**src/rtl/cap_scan_pkg.sv**
```systemverilog
// Shared types and widths for the capacitive pad scanner.
package cap_scan_pkg;
  localparam int SLOT_W    = 32;
  localparam int PAD_IDX_W = 4;

  typedef enum logic [1:0] {
    ST_IDLE,
    ST_DISCHARGE,
    ST_MEASURE,
    ST_STORE
  } scan_state_e;
endpackage

```
**src/rtl/cap_sensor_scanner_sync2.sv**
```systemverilog
// Parameterised-width two-flop synchronizer; clears to 0 on reset.
module sync2 #(
  parameter int W = 1
) (
  input  logic         clock,
  input  logic         resetn,
  input  logic [W-1:0] i_d,
  output logic [W-1:0] o_q
);
  logic [W-1:0] r_meta;
  logic [W-1:0] r_sync;

  always_ff @(posedge clock or negedge resetn) begin
    if (!resetn) begin
      r_meta <= '0;
      r_sync <= '0;
    end else begin
      r_meta <= i_d;
      r_sync <= r_meta;
    end
  end

  assign o_q = r_sync;
endmodule

```
**src/rtl/cap_sensor_scanner.sv**
```systemverilog
// Round-robin discharge/release/measure sequencer for capacitive touch pads;
// each pad's rise time (in cycles, synchronizer latency included) lands in its slot.
module cap_sensor_scanner
  import cap_scan_pkg::*;
#(
  parameter int NUM_PADS         = 9,
  parameter int DISCHARGE_CYCLES = 64,
  parameter int TIMEOUT          = 65535
) (
  input  logic                       clock,
  input  logic                       resetn,
  input  logic                       enable,
  input  logic [NUM_PADS-1:0]        pad_in,
  output logic [NUM_PADS-1:0]        pad_drive,
  output logic [SLOT_W*NUM_PADS-1:0] sensor_readings,
  output logic [PAD_IDX_W-1:0]       active_pad,
  output logic                       busy,
  output logic                       scan_done
);
  localparam logic [SLOT_W-1:0]    DC_LAST  = SLOT_W'(DISCHARGE_CYCLES - 1);
  localparam logic [SLOT_W-1:0]    TMO      = SLOT_W'(TIMEOUT);
  localparam logic [PAD_IDX_W-1:0] IDX_LAST = PAD_IDX_W'(NUM_PADS - 1);

  scan_state_e                       r_state, w_state_nxt;
  logic [SLOT_W-1:0]                 r_cnt, w_cnt_nxt;
  logic [PAD_IDX_W-1:0]              r_idx, w_idx_nxt;
  logic                              r_done, w_done_nxt;
  logic                              w_store;
  logic [NUM_PADS-1:0]               w_drive;
  logic [NUM_PADS-1:0]               w_pad_sync;
  logic [NUM_PADS-1:0][SLOT_W-1:0]   r_slots;

  sync2 #(.W(NUM_PADS)) u_sync (
    .clock  (clock),
    .resetn (resetn),
    .i_d    (pad_in),
    .o_q    (w_pad_sync)
  );

  always_ff @(posedge clock or negedge resetn) begin
    if (!resetn) begin
      r_state <= ST_IDLE;
      r_cnt   <= '0;
      r_idx   <= '0;
      r_done  <= 1'b0;
      r_slots <= '0;
    end else begin
      r_state <= w_state_nxt;
      r_cnt   <= w_cnt_nxt;
      r_idx   <= w_idx_nxt;
      r_done  <= w_done_nxt;
      if (w_store) r_slots[r_idx] <= r_cnt;
    end
  end

  always_comb begin
    w_state_nxt = r_state;
    w_cnt_nxt   = r_cnt;
    w_idx_nxt   = r_idx;
    w_done_nxt  = 1'b0;
    w_store     = 1'b0;
    w_drive     = '0;
    case (r_state)
      ST_IDLE: begin
        if (enable) begin
          w_state_nxt = ST_DISCHARGE;
          w_cnt_nxt   = '0;
        end
      end
      ST_DISCHARGE: begin
        w_drive[r_idx] = 1'b1;
        if (r_cnt == DC_LAST) begin
          w_state_nxt = ST_MEASURE;
          w_cnt_nxt   = '0;
        end else begin
          w_cnt_nxt = r_cnt + 1'b1;
        end
      end
      // Count is frozen on a hit or on saturation; STORE writes it as-is.
      ST_MEASURE: begin
        if (w_pad_sync[r_idx] || (r_cnt == TMO)) w_state_nxt = ST_STORE;
        else                                     w_cnt_nxt   = r_cnt + 1'b1;
      end
      ST_STORE: begin
        w_store   = 1'b1;
        w_cnt_nxt = '0;
        if (r_idx == IDX_LAST) begin
          w_idx_nxt  = '0;
          w_done_nxt = 1'b1;
        end else begin
          w_idx_nxt = r_idx + 1'b1;
        end
        w_state_nxt = enable ? ST_DISCHARGE : ST_IDLE;
      end
      default: w_state_nxt = ST_IDLE;
    endcase
  end

  assign pad_drive       = w_drive;
  assign sensor_readings = r_slots;
  assign active_pad      = r_idx;
  assign busy            = (r_state != ST_IDLE);
  assign scan_done       = r_done;
endmodule

```
**config.mk**
```make
export PLATFORM = sky130hd
export DESIGN_NAME = cap_sensor_scanner
export DESIGN_NICKNAME = d
export VERILOG_FILES = /design/src/rtl/cap_scan_pkg.sv /design/src/rtl/cap_sensor_scanner_sync2.sv /design/src/rtl/cap_sensor_scanner.sv
export SDC_FILE = /design/constraint.sdc
export NUM_CORES = 1
export LEC_CHECK = 0
export BUFFER_PORTS_ARGS = -buffer_cell sky130_fd_sc_hd__buf_2
export CORE_AREA = 2 2 244 198
export DETAILED_ROUTE_END_ITERATION = 8
export DIE_AREA = 0 0 246 200
export MAX_ROUTING_LAYER = met4
export PLACE_DENSITY = 0.54
export SYNTH_ARGS = -nofsm -noshare
export SYNTH_HDL_FRONTEND = slang
export SYNTH_SLANG_ARGS = --single-unit
```
**constraint.sdc**
```tcl
create_clock -name clock -period 7.3 [get_ports clock]
set_clock_uncertainty 0.2 [all_clocks]
set_input_delay 1.46 -clock clock [delete_from_list [all_inputs] [get_ports clock]]
set_output_delay 1.46 -clock clock [all_outputs]
set_load 0.005 [all_outputs]
```
# Yosys cells after proc, flatten, opt, wreduce, memory -nomap -nowiden
# Index checks and enable logic that the tools add are counted.
# word_totals
register_bits	345
latchBits	0
ram_bits	0
mem_bits_ro	0
inputBits	12
out_inout_bits	303
elab_cells	56
n_memories	0
# op_classes
n_addsub	2
n_mul	0
div	0
order_cmp	2
eq_ne	10
shifts	0
mux	21
bitwise_logic	0
n_reduce_logical	6
# ops
cell	n
bitwise mux 288 bit	1
demux 32 bit (select 4 bit)	1
2-to-1 mux 32 bit	4
case mux 32 bit (4 select lines)	1
adder 32 x 1 -> 32 bit, second input constant	1
equality test 32 x 16 -> 1 bit, second input constant	1
equality test 32 x 6 -> 1 bit, second input constant	1
2-to-1 mux 9 bit	1
!= test 2 bit, second input constant	4
case mux 2 bit (4 select lines)	1
2-to-1 mux 1 bit	6
2-to-1 mux 2 bit	3
< comparator 4 x 5 -> 1 bit, second input constant	1
adder 4 x 1 -> 4 bit, second input constant	1
binary-select mux 1 bit (select 4 bit)	1
demux 1 bit (select 4 bit)	1
equality test 2 bit, second input constant	2
equality test 4 bit, second input constant	1
greater-or-equal comparator 4 x 1 -> 1 bit, second input constant	1
2-to-1 mux 4 bit	1
AND reduction 3 bit	1
equality test 2 x 1 -> 1 bit, second input constant	1
logical NOT 2 bit	1
AND reduction 2 bit	1
3 further kinds	3

# Longest topological paths before layout
# depth
depth_word	5
mapped_depth	8
ltp_nobuf	7

# Modules after synthesis
# Synthesis repeated with hierarchy kept, for this count alone.
# hier_totals
hier_cells	1028
hier_area_um2	13698.1
# by_module_without_submodules
module	instances	cells_per_inst	area_each_um2	seq_area_each_um2
cap_sensor_scanner	1	1010	13247.7	8182.8
sync2	1	18	450.4	450.4

# Worst setup path after synthesis
# No wires, ideal clock.
# synth_timing
kind	input to register
startpoint	input port enable
endpoint	register r_cnt[23]
setup_time_ps	104
t_arrival_ps	2449
t_required_ps	6996
slack_ps	4547
cell_stages	5
path_buffers	1
cell_sequence	nand2b_1 > o311ai_4 > or2_4 > buf_6 > o41ai_2
# synth_between
elab_chain_len	2
# synth_lines
element	line	source
start, declared	cap_sensor_scanner.sv:12	input logic enable,
!= test 2 bit (no source line)	-	
AND reduction 2 bit (no source line)	-	
end signal, assigned	cap_sensor_scanner.sv:49	r_cnt <= w_cnt_nxt;
end, declared	cap_sensor_scanner.sv:25	logic [SLOT_W-1:0] r_cnt, w_cnt_nxt;
# Every way passes these cells.
# A chain may end at the register's enable or synchronous reset.

# Worst setup path in the final report
# layout_timing
startpoint	register r_idx[2] (netlist: active_pad[2])
endpoint	output port pad_drive[4]
# layout_between
elab_chain_len	5
elab_cells_between_ends	6
classes_between	order compare (2); mux (3); reduce/logical (1)
# layout_lines
element	line	source
start, declared	cap_sensor_scanner.sv:26	logic [PAD_IDX_W-1:0] r_idx, w_idx_nxt;
start signal, assigned	cap_sensor_scanner.sv:50	r_idx <= w_idx_nxt;
< comparator 4 x 5 -> 1 bit (not written as such) or greater-or-equal comparator 4 x 1 -> 1 bit (tied branches)	cap_sensor_scanner.sv:71	w_drive[r_idx] = 1'b1;
logical AND 1 bit (not written as such)	cap_sensor_scanner.sv:71	
2-to-1 mux 1 bit (not written as such)	cap_sensor_scanner.sv:71	
demux 1 bit (select 4 bit) *	cap_sensor_scanner.sv:71	
2-to-1 mux 9 bit *	cap_sensor_scanner.sv:63	case (r_state)
end, declared	cap_sensor_scanner.sv:14	output logic [NUM_PADS-1:0] pad_drive,
# Mark *: on every way between the ends. The rest lies on a longest branch, timed or not.

==> results.md <==
* Remaining DRCs at 0
* Async SR Flop Fraction at 100%
* Critical path arrival at 2.30 ns
* Crit path depth at 3
* Final setup TNS at 0 ns
* CP delay by family, top: simple AND/OR/NAND/NOR gates
* Crit path to: pad_drive[4]
* Cell Area, Synth at 0.0139 mm²
* Largest cells by area after synthesis: dfrtp_1 62%, mux2_2 21%, nand2_1 3.1%, clkbuf_1 1.4%, o31ai_1 1.3%
* Critical path cell sequence: nor2b_1 > and3_1 > buf_2
* Reg power frac at 48.4%
* Vias in the first global route at 9519
* Placed Instances at 1884
* Pint at 3.12 mW
* Syn_nets at 1044
* Gr usage total at 17.2%
* Psw at 0.842 mW
* Initial core utilization at 29.8%
* Area Growth Syn to Fin at 24.5%
* Layout cells sized above 1 at 49.9%
* Largest net degree at the start of global routing at 163
* Top-count cell post-synth: dfrtp_1
* Worst reg2reg startpoint: r_cnt[0]
* Avg Cell Area, Syn at 13.6 µm²
* Crit Path Max Fanout at 14
* Footprint of the multi-input gates at 0.00489 mm²
* Final Non-Filler Cells at 1957
* Worst-Margin Slew at 1.05 ns
* Max Root-Sink Buffers at 3
* Worst Setup Path Type: flip-flop to output port
* Seq/Total Area, Yosys at 62.1%
* Clk root buf: clkbuf_16
* Die ar. at 0.0492 mm²
* Initial DRT Pass Iterations at 4
* Hold/Removal Path Class: flip-flop to flip-flop
* Slowest stage cell, crit path: dfrtp_1
* Post-CTS Resized at 0
* Worst Setup SP: active_pad[2]
* Worst setup margin at 3.34 ns
* EDFF count, synth at 0
* Slew Viols, Final at 0
* Post-synth top cells: 345 x dfrtp_1, 257 x mux2_2, 115 x nand2_1, 52 x clkbuf_1, 24 x o31ai_1
* Final #Nets at 1327
* Worst-skew pair later-pin latency at 0.55 ns
* FF+latch area at 0.00863 mm²
* Max Cap Viol at 0
* DP HPWL at 26200 µm
* Synth top area share at 62.1%
* Initial antenna violation count at 0
* Synth warnings at 0
* Status: finished clean
* Leading area contributor after synthesis: dfrtp_1
* CP Launch Type: flip-flop
* First-pass GRT wire length at 61700 µm
* Sw Share at 21.2%
* Slew headroom at 30.3%
* CP endpoint kind: output port
* # Post-CTS Setup Buffers at 0
* Input/output buffers at 314
* Via Count at 9357
* Row count at 71
* Htree depth at 2
* Final setup fails at 0
* CP Data Required Time at 5.64 ns
* Synth Flop Type: dfrtp_1
* DR iter-0 viols at 529
* Clock share of power at 50.5%
* Core Region at 0.0466 mm²
* Chip width at 246 µm
* Final Hold Viols at 0
* P per Cell Area at 229 mW/mm²
* Fill cells at 4533
* Routability-driven placement congestion ratio at 0.740
* Slowest stage delay, CP at 0.69 ns
* Hold Buf Count CTS at 0
* Reg clk slew, reported paths at 0.06 ns
* Die extent in y at 200 µm
* Final wirelength at 41300 µm
* Worst Path Buf+Inv at 1
* Grt ovf at 0
* CTS sink cnt at 345
* FF+latch count, synth at 345
* IO Count at 315
* RSZ-0062 raised after global routing: false
* Fmax at 0.253 GHz
* Reg-to-reg slack, setup at 3.75 ns
* Final hold slack at 0.145 ns
* Drt wl/cell at 21.1 µm
* Worst R2R Path Depth at 8
* R2R Path End: r_cnt[14]
* ANT nets after route at 0
* TritonCTS clock tree: yes
* Cells after Synth at 1022
* Logic pwr share at 1.1%
* Yosys cell types at 53
* Fin crit share at 54.2%
* CTS buffer count at 39
* Via density at 4.78
* Final min period at 3.96 ns
* Pre-CTS setup slack at 3.79 ns
* Max VDD drop at 0.000147 V
* Pleak at 9.49 nW
==> worst min-delay path by stage <==
stage	start	endpoint	slack, ns	cells after the start
4_1_cts	u_sync.r_meta[2]	u_sync.o_q[2]	0.15	0
2_1_floorplan	u_sync.r_meta[0]	u_sync.o_q[0]	0.13	0
3_5_place_dp	u_sync.r_meta[4]	u_sync.o_q[4]	0.13	0
3_3_place_gp	u_sync.r_meta[0]	u_sync.o_q[0]	0.14	0
6_report	u_sync.r_meta[8]	u_sync.o_q[8]	0.14	0
5_1_grt	u_sync.r_meta[8]	u_sync.o_q[8]	0.16	0
==> power by group through the flow <==
stage	combinational [mW]	clock, mW	sequential (mW)
after global routing	0.0521	2.16	1.92
after detailed placement	0.0471	0	1.95
after floorplan	0.00128	0	1.95
final	0.0434	2.00	1.92
after CTS	0.0470	2.07	1.92
after global placement	0.0467	0	1.95
==> layout make-up <==
type	count	share of cell area, %
sequential	345	49.9
multi-input combinational	586	28.3
clock buffer	60	6.67
clock inverter	12	0.860
timing repair buffer	324	9.64
inverter	9	0.195
antenna	1	0.0145
tap	620	4.48
==> kinds of logic after synthesis <==
| group | share of synthesized area [%] |
|---|---|
| AO/OA/AOI/OAI | 4.98 |
| XOR/XNOR | 0.0630 |
| adder cells (fa/ha/maj) | 0.900 |
| buffers and inverters | 2.93 |
| flip-flops | 62.1 |
| multiplexers | 21.0 |
| AND/OR/NAND/NOR | 7.98 |
==> state kept, by name (all words and copies together), names as in the netlist <==
signal,flops
active_pad,4
r_cnt,32
scan_done,1
r_state,2
u_sync.o_q,9
sensor_readings,288
u_sync.r_meta,9
==> cell usage in the layout, fill, tap and decap left out, drive strengths merged, types with 2 or more instances in the layout <==
master and count:
dfrtp 345, buf 324, mux2 257, nand2 115
clkbuf 60, o21ai 36, o31ai 24, nand3 23
and3 19, inv 12, nor2 11, ha 10
nand4 10, nor2b 9, nor4 8, a21oi 7
nand2b 6, a31oi 5, clkinv 5, o41ai 5
and4 4, and2 4, mux2i 3, or3 3
a2bb2oi 3, bufinv 3, nor3 3, nand3b 2
o221ai 2, o311ai 2, o21a 2, or2 2
==> per-stage QoR <==
step	power, mW	util [%]	area (µm²)
2_1_floorplan	1.95	-	13900
3_3_place_gp	2.00	34.3	16000
3_5_place_dp	2.00	34.3	16000
4_1_cts	4.04	37.1	17300
5_1_grt	4.13	37.1	17300
6_report	3.96	37.1	17300
==> routing by layer <==
layer | GRT usage, % | vias up | part of all wire [%]
met4 | 4.02 | 0 | 1.3
met1 | 23.2 | 4910 | 46
li1 | - | 4165 | -
met5 | - | - | 0
met2 | 26.0 | 241 | 46
met3 | 4.43 | 41 | 7.0
(Power assumes the default switching activity.)
